File: src/rtl/elastic_pkg.sv
// Shared definitions for the elastic stream stages: width helpers and the
// valid/ready handshake bundle used on both sides of each stage.
package elastic_pkg;

  // Handshake pair carried alongside every elastic data path.
  typedef struct packed {
    logic valid;
    logic ready;
  } hs_t;

  // Ceiling log2 that returns 0 for n <= 1 instead of relying on tool behaviour.
  function automatic int clog2_safe(input int n);
    int r;
    int v;
    r = 0;
    v = 1;
    while (v < n) begin
      v = v * 2;
      r = r + 1;
    end
    return r;
  endfunction

  // Sum width that holds nbeats full-scale words without wrapping.
  function automatic int sum_width(input int dw, input int nb);
    int r;
    r = dw + clog2_safe(nb);
    return (r < dw) ? dw : r;
  endfunction

  // Counter width able to represent 0..nb.
  function automatic int cnt_width(input int nb);
    int r;
    r = clog2_safe(nb + 1);
    return (r < 1) ? 1 : r;
  endfunction

endpackage

File: src/rtl/elastic_out_reg.sv
// Single-entry output holding register with valid/ready semantics. A load
// always wins over a consume, so a close arriving in the same cycle as a
// transfer replaces the word with no bubble.
module elastic_out_reg #(
  parameter int W = 8
) (
  input  logic         clk_i,
  input  logic         rst_i,
  input  logic         load_i,
  input  logic [W-1:0] data_i,
  input  logic         ready_i,
  output logic         valid_o,
  output logic [W-1:0] data_o,
  output logic         in_ready_o
);

  logic         valid_q, valid_d;
  logic [W-1:0] data_q, data_d;

  // Upstream may push whenever the slot is empty or is being drained this cycle.
  assign in_ready_o = ~valid_q | ready_i;

  // Next-state: load, consume or hold.
  always_comb begin
    valid_d = valid_q;
    data_d  = data_q;
    if (load_i) begin
      valid_d = 1'b1;
      data_d  = data_i;
    end else if (valid_q && ready_i) begin
      valid_d = 1'b0;
    end
  end

  // Holding register; reset clears both the pending flag and the word.
  always_ff @(posedge clk_i) begin
    if (rst_i) begin
      valid_q <= 1'b0;
      data_q  <= '0;
    end else begin
      valid_q <= valid_d;
      data_q  <= data_d;
    end
  end

  assign valid_o = valid_q;
  assign data_o  = data_q;

endmodule

File: src/rtl/elastic_accum.sv
// Groups consecutive input words into sums of up to NBEATS beats (closing
// early on t0_last) and presents one widened sum per group downstream.
module elastic_accum
  import elastic_pkg::*;
#(
  parameter int DATA_W = 32,
  parameter int NBEATS = 4,
  localparam int SUM_W = sum_width(DATA_W, NBEATS),
  localparam int CNT_W = cnt_width(NBEATS)
) (
  input  logic              clk,
  input  logic              rstf,
  input  logic [DATA_W-1:0] t0_data,
  input  logic              t0_valid,
  input  logic              t0_last,
  output logic              t0_ready,
  output logic [SUM_W-1:0]  i0_data,
  output logic [CNT_W-1:0]  i0_count,
  output logic              i0_valid,
  input  logic              i0_ready
);

  logic [SUM_W-1:0] acc_q, acc_d;
  logic [CNT_W-1:0] cnt_q, cnt_d;
  logic [SUM_W-1:0] sum_next;
  logic [CNT_W-1:0] cnt_next;
  logic             acc_in;
  logic             close;
  logic             out_valid;
  logic [CNT_W+SUM_W-1:0] out_word;
  hs_t              out_hs;

  assign acc_in   = t0_valid & t0_ready;
  assign close    = t0_last | (cnt_q == CNT_W'(NBEATS - 1));
  assign sum_next = acc_q + SUM_W'(t0_data);
  assign cnt_next = cnt_q + CNT_W'(1);

  // Running sum/count: advance on non-closing beats, restart after a close.
  always_comb begin
    acc_d = acc_q;
    cnt_d = cnt_q;
    if (acc_in) begin
      if (close) begin
        acc_d = '0;
        cnt_d = '0;
      end else begin
        acc_d = sum_next;
        cnt_d = cnt_next;
      end
    end
  end

  // Accumulator state; reset discards any partial group.
  always_ff @(posedge clk) begin
    if (rstf) begin
      acc_q <= '0;
      cnt_q <= '0;
    end else begin
      acc_q <= acc_d;
      cnt_q <= cnt_d;
    end
  end

  assign out_hs.ready = i0_ready;
  assign out_hs.valid = out_valid;

  elastic_out_reg #(
    .W(CNT_W + SUM_W)
  ) u_out (
    .clk_i      (clk),
    .rst_i      (rstf),
    .load_i     (acc_in & close),
    .data_i     ({cnt_next, sum_next}),
    .ready_i    (out_hs.ready),
    .valid_o    (out_valid),
    .data_o     (out_word),
    .in_ready_o (t0_ready)
  );

  assign i0_valid = out_hs.valid;
  assign i0_data  = out_word[SUM_W-1:0];
  assign i0_count = out_word[CNT_W+SUM_W-1:SUM_W];

endmodule

File: config.mk
export PLATFORM = sky130hd
export DESIGN_NAME = elastic_accum
export DESIGN_NICKNAME = d
export VERILOG_FILES = /design/src/rtl/elastic_pkg.sv /design/src/rtl/elastic_out_reg.sv /design/src/rtl/elastic_accum.sv
export SDC_FILE = /design/constraint.sdc
export NUM_CORES = 1
export LEC_CHECK = 0
export CORE_MARGIN = 2
export CORE_UTILIZATION = 55
export DETAILED_ROUTE_END_ITERATION = 12
export PLACE_DENSITY = 0.81
export SLEW_MARGIN = 25
export SYNTH_ARGS = -nofsm -noshare
export SYNTH_HDL_FRONTEND = slang
export SYNTH_SLANG_ARGS = --single-unit
export TNS_END_PERCENT = 1
File: constraint.sdc
create_clock -name clk -period 4 [get_ports clk]
set_clock_uncertainty 0.15 [all_clocks]
set_input_delay 0.8 -clock clk [delete_from_list [all_inputs] [get_ports clk]]
set_output_delay 0.8 -clock clk [all_outputs]
set_load 0.005 [all_outputs]
==> results.py <==
metrics = {
    "worst_setup_path": {
        "reg2reg_depth": 10,
        "reg2reg_from": "acc_q[0]",
        "worst_setup_path_start_kind": "input pin",
        "crit_path_max_fanout": 4,
        "cp.required_ns": 4.14,
        "path_class": "in2reg",
        "ff2ff_setup_slack_ns": 0.99,
        "r2r-end": "u_out.data_o[30]",
        "cp.arrival_ns": 3.73,
        "end_kind": "register",
    },
    "cts": {
        "cts_resized": 0,
        "clock-sinks": 75,
        "cts_setup_buffers": 0,
        "cts_root_buf": "clkbuf_8",
        "clockBufferDepth": 2,
        "path_clk_slew_ns": 0.09,
        "cts_buffers": 9,
        "insertion_delay_ns": 0.35,
        "h-tree-depth": 3,
        "hold_buffers": 0,
        "cts_tree": "done",
    },
    "floorplan": {
        "rows": 34,
        "start_util": 0.5650,
        "num_io_pins": 76,
        "core_area_mm2": 0.008678,
        "die_area_mm2": 0.009687,
        "die_h_um": 98.42,
        "die_w_um": 98.42,
    },
    "layout": {
        "regArea_mm2": 0.001501,
        "fillers": 717,
        "fin_nets": 748,
        "syn2layout_area_growth_pct": 22.28,
        "finalNonFillerCells": 789,
        "drive_gt1_frac": 0.08517,
        "multi_input_area_mm2": 0.003197,
        "diodes": 0,
    },
    "min_path": {
        "worstHoldEndpoint": "u_out.data_o[6]",
        "hold_depth": 2,
        "hold_path_startpoint": "u_out.data_o[6]",
        "hold_class": "reg2reg",
    },
    "logic_synthesis": {
        "yosysWarnings": 0,
        "synth_seq_area_share": 0.3062,
        "syn_nets": 683,
        "netlist_instances": 611,
        "async_reset_ff_frac": 0,
        "syn_avg_cell_area_um2": 8.025,
        "synth_edf_count": 0,
        "yosysUniqueCellTypes": 64,
        "ys_ff_latch": 75,
        "synth_area_mm2": 0.004903,
        "ys_dominant_reg_cell": "dfxtp_1",
    },
    "timing": {
        "fin_tns_setup_ns": 0,
        "worst_slack_ns": 0.4136,
        "grt_setup_unrepaired": "no",
        "fmax_mhz": 278.8,
        "setup_violations": 0,
        "final_min_period_over_clock_period": 0.8966,
        "relSlewSlack": 0.3566,
        "period_minus_slack_ns": 3.586,
        "slew_violations": 0,
        "worst_pin_slew_ns": 0.9649,
        "finalHoldViolations": 0,
    },
    "place": {
        "dp_cells": 773,
        "pre_cts_ws_ns": 0.1112,
        "io_buffers": 75,
        "gp_congestion": 0.9641,
        "place_hpwl_um": 11170,
    },
    "power": {
        "internal-power_w": 0.001400,
        "pwr-share-seq": 0.397,
        "power_leakage_nw": 2.316,
        "p_switching_w": 0.0006658,
        "power_density_mw_per_mm2": 344.6,
        "clkPwrFrac": 0.339,
        "p_sw_frac": 0.3222,
        "vdd_ir_drop_max_mv": 0.2494,
        "combPwrFrac": 0.264,
    },
    "routing": {
        "highest_layer": "met4",
        "first_iter_violations": 342,
        "dr_total_vias": 4969,
        "drc": 0,
        "route.met2.wl_um": 6774,
        "dr.pass1.iters": 5,
        "drt-total-wl_um": 14960,
        "wl_per_cell_um": 18.96,
        "drt.antenna.violating_nets": 0,
        "wl_met1_um": 6950,
        "routed_via_density": 6.298,
        "wl_met3_um": 1034,
    },
    "global_route": {
        "grt_pass1_vias": 4895,
        "grt_max_degree": 55,
        "overflow": 0,
        "grtUsageTotal": 0.3124,
        "antenna_found_initial": 0,
        "grt_pass1_wl_um": 24520,
    },
    "run": {
        "maxCapViolCount": 0,
    },
    "run_status": {
        "status": "completed",
    },
}
[stage by stage]
step           hold slack, ns  total power (W)  instance area (um^2)    util
2_1_floorplan          0.2791         0.001170                  4903       -
3_3_place_gp           0.2916         0.001360                  5763  0.6641
3_5_place_dp           0.2974         0.001371                  5763  0.6641
4_1_cts                0.3108         0.002068                  5996  0.6909
5_1_grt                0.3345         0.002154                  5996  0.6909
6_report               0.3096         0.002066                  5996  0.6909
[kinds of logic after synthesis]
family | Yosys count | share of synthesized area
AO/OA/AOI/OAI | 213 | 0.3088
AND/OR/NAND/NOR | 213 | 0.2098
flip-flops | 75 | 0.3062
buffers and inverters | 52 | 0.04312
adder cells (fa/ha/maj) | 35 | 0.09084
XOR/XNOR | 22 | 0.03929
multiplexers | 1 | 0.002041
[power by group through the flow]
stage | Sequential [W] | Combinational (W) | Clock [W]
floorplan | 0.000833 | 0.000337 | 0
global placement | 0.000834 | 0.000526 | 0
detailed placement | 0.000836 | 0.000535 | 0
CTS | 0.000819 | 0.000540 | 0.000709
global route | 0.000825 | 0.000598 | 0.000730
finish | 0.000820 | 0.000546 | 0.000700
[cells in the mapped netlist (3+ instances only)]
cell type	instances	area share
a22o_1	3	0.0054
nand4_1	18	0.023
nor2_1	51	0.039
nand3b_1	6	0.0092
o21bai_1	6	0.0092
inv_1	13	0.010
buf_2	13	0.013
nor3b_1	4	0.0061
xor2_1	11	0.020
and3_1	6	0.0077
a32o_1	4	0.0082
a31oi_1	4	0.0051
and2_1	5	0.0064
a21o_1	14	0.021
or4_1	3	0.0046
nor3_1	8	0.0082
dfxtp_1	75	0.31
a22oi_1	13	0.020
a21oi_1	62	0.063
xnor2_1	11	0.020
a211oi_1	13	0.020
nand2_1	76	0.058
nand3_1	14	0.014
o21ai_1	8	0.0082
ha_1	34	0.087
o21a_1	9	0.014
nand2b_1	6	0.0077
o211ai_1	6	0.0092
or3_1	8	0.010
o21ai_0	29	0.030
a2111oi_4	3	0.017
clkbuf_1	25	0.019
a211oi_2	4	0.010
a211o_1	6	0.011
[worst max-delay path by stage]
| stage | startpoint | endpoint | slack [ns] | cells after the start |
|---|---|---|---|---|
| global route | t0_data[0] | u_out.data_o[22] | 0.30 | 11 |
| CTS | t0_data[0] | u_out.data_o[30] | 0.48 | 11 |
| floorplan | t0_data[0] | acc_q[26] | 0.84 | 10 |
| detailed placement | t0_data[0] | u_out.data_o[30] | 0.11 | 11 |
| finish | t0_data[0] | u_out.data_o[30] | 0.41 | 11 |
| global placement | t0_data[0] | acc_q[26] | 0.17 | 11 |
[worst max-delay path, cell delays in order]
cell             delay (ns)
clkdlybuf4s50_1        0.46
ha_1                   0.18
inv_1                  0.06
fa_1                   0.39
nand2b_1               0.18
a21o_1                 0.23
a211o_1                0.37
a21oi_2                0.30
o211ai_2               0.16
a2111oi_2              0.42
a311o_1                0.17
[sequential cells by signal (all words and copies together), names as in the netlist]
register,flops
u_out.data_o,37
u_out.valid_o,1
cnt_q,3
acc_q,34
[final cells by class]
class | count | area share
inverter | 13 | 0.008139
clock buffer | 10 | 0.02295
multi-input combinational | 484 | 0.5332
sequential | 75 | 0.2504
timing repair buffer | 93 | 0.1469
clock inverter | 6 | 0.01586
tap | 108 | 0.02254
[layer usage]
layer | track usage | vias to the layer above
met5 | 0 | -
met4 | 0.09800 | 0
met3 | 0.05106 | 19
met2 | 0.4819 | 177
met1 | 0.4497 | 2384
li1 | - | 2389
[cells in the final DEF, fill, tap and decap left out, drive strengths merged, types with 6 or more instances in the layout]
| cell type | Yosys | routed |
|---|---|---|
| clkbuf | 25 | 10 |
| o21ai | 37 | 37 |
| a21oi | 63 | 63 |
| nor2 | 51 | 51 |
| a211oi | 17 | 17 |
| a211o | 6 | 6 |
| nor3 | 8 | 8 |
| buf | 14 | 19 |
| xnor2 | 11 | 11 |
| nand2b | 6 | 6 |
| nand3 | 14 | 14 |
| clkdlybuf4s50 | 0 | 74 |
| ha | 34 | 34 |
| a21o | 14 | 14 |
| o21a | 9 | 9 |
| nand4 | 18 | 18 |
| o21bai | 6 | 6 |
| dfxtp | 75 | 75 |
| xor2 | 11 | 11 |
| nand3b | 6 | 6 |
| nand2 | 76 | 76 |
| a22oi | 13 | 13 |
| inv | 13 | 15 |
| or3 | 8 | 8 |
| and3 | 6 | 6 |
| a2111oi | 6 | 6 |
| o211ai | 8 | 8 |
Note: power is estimated with default switching activity, not from simulation.
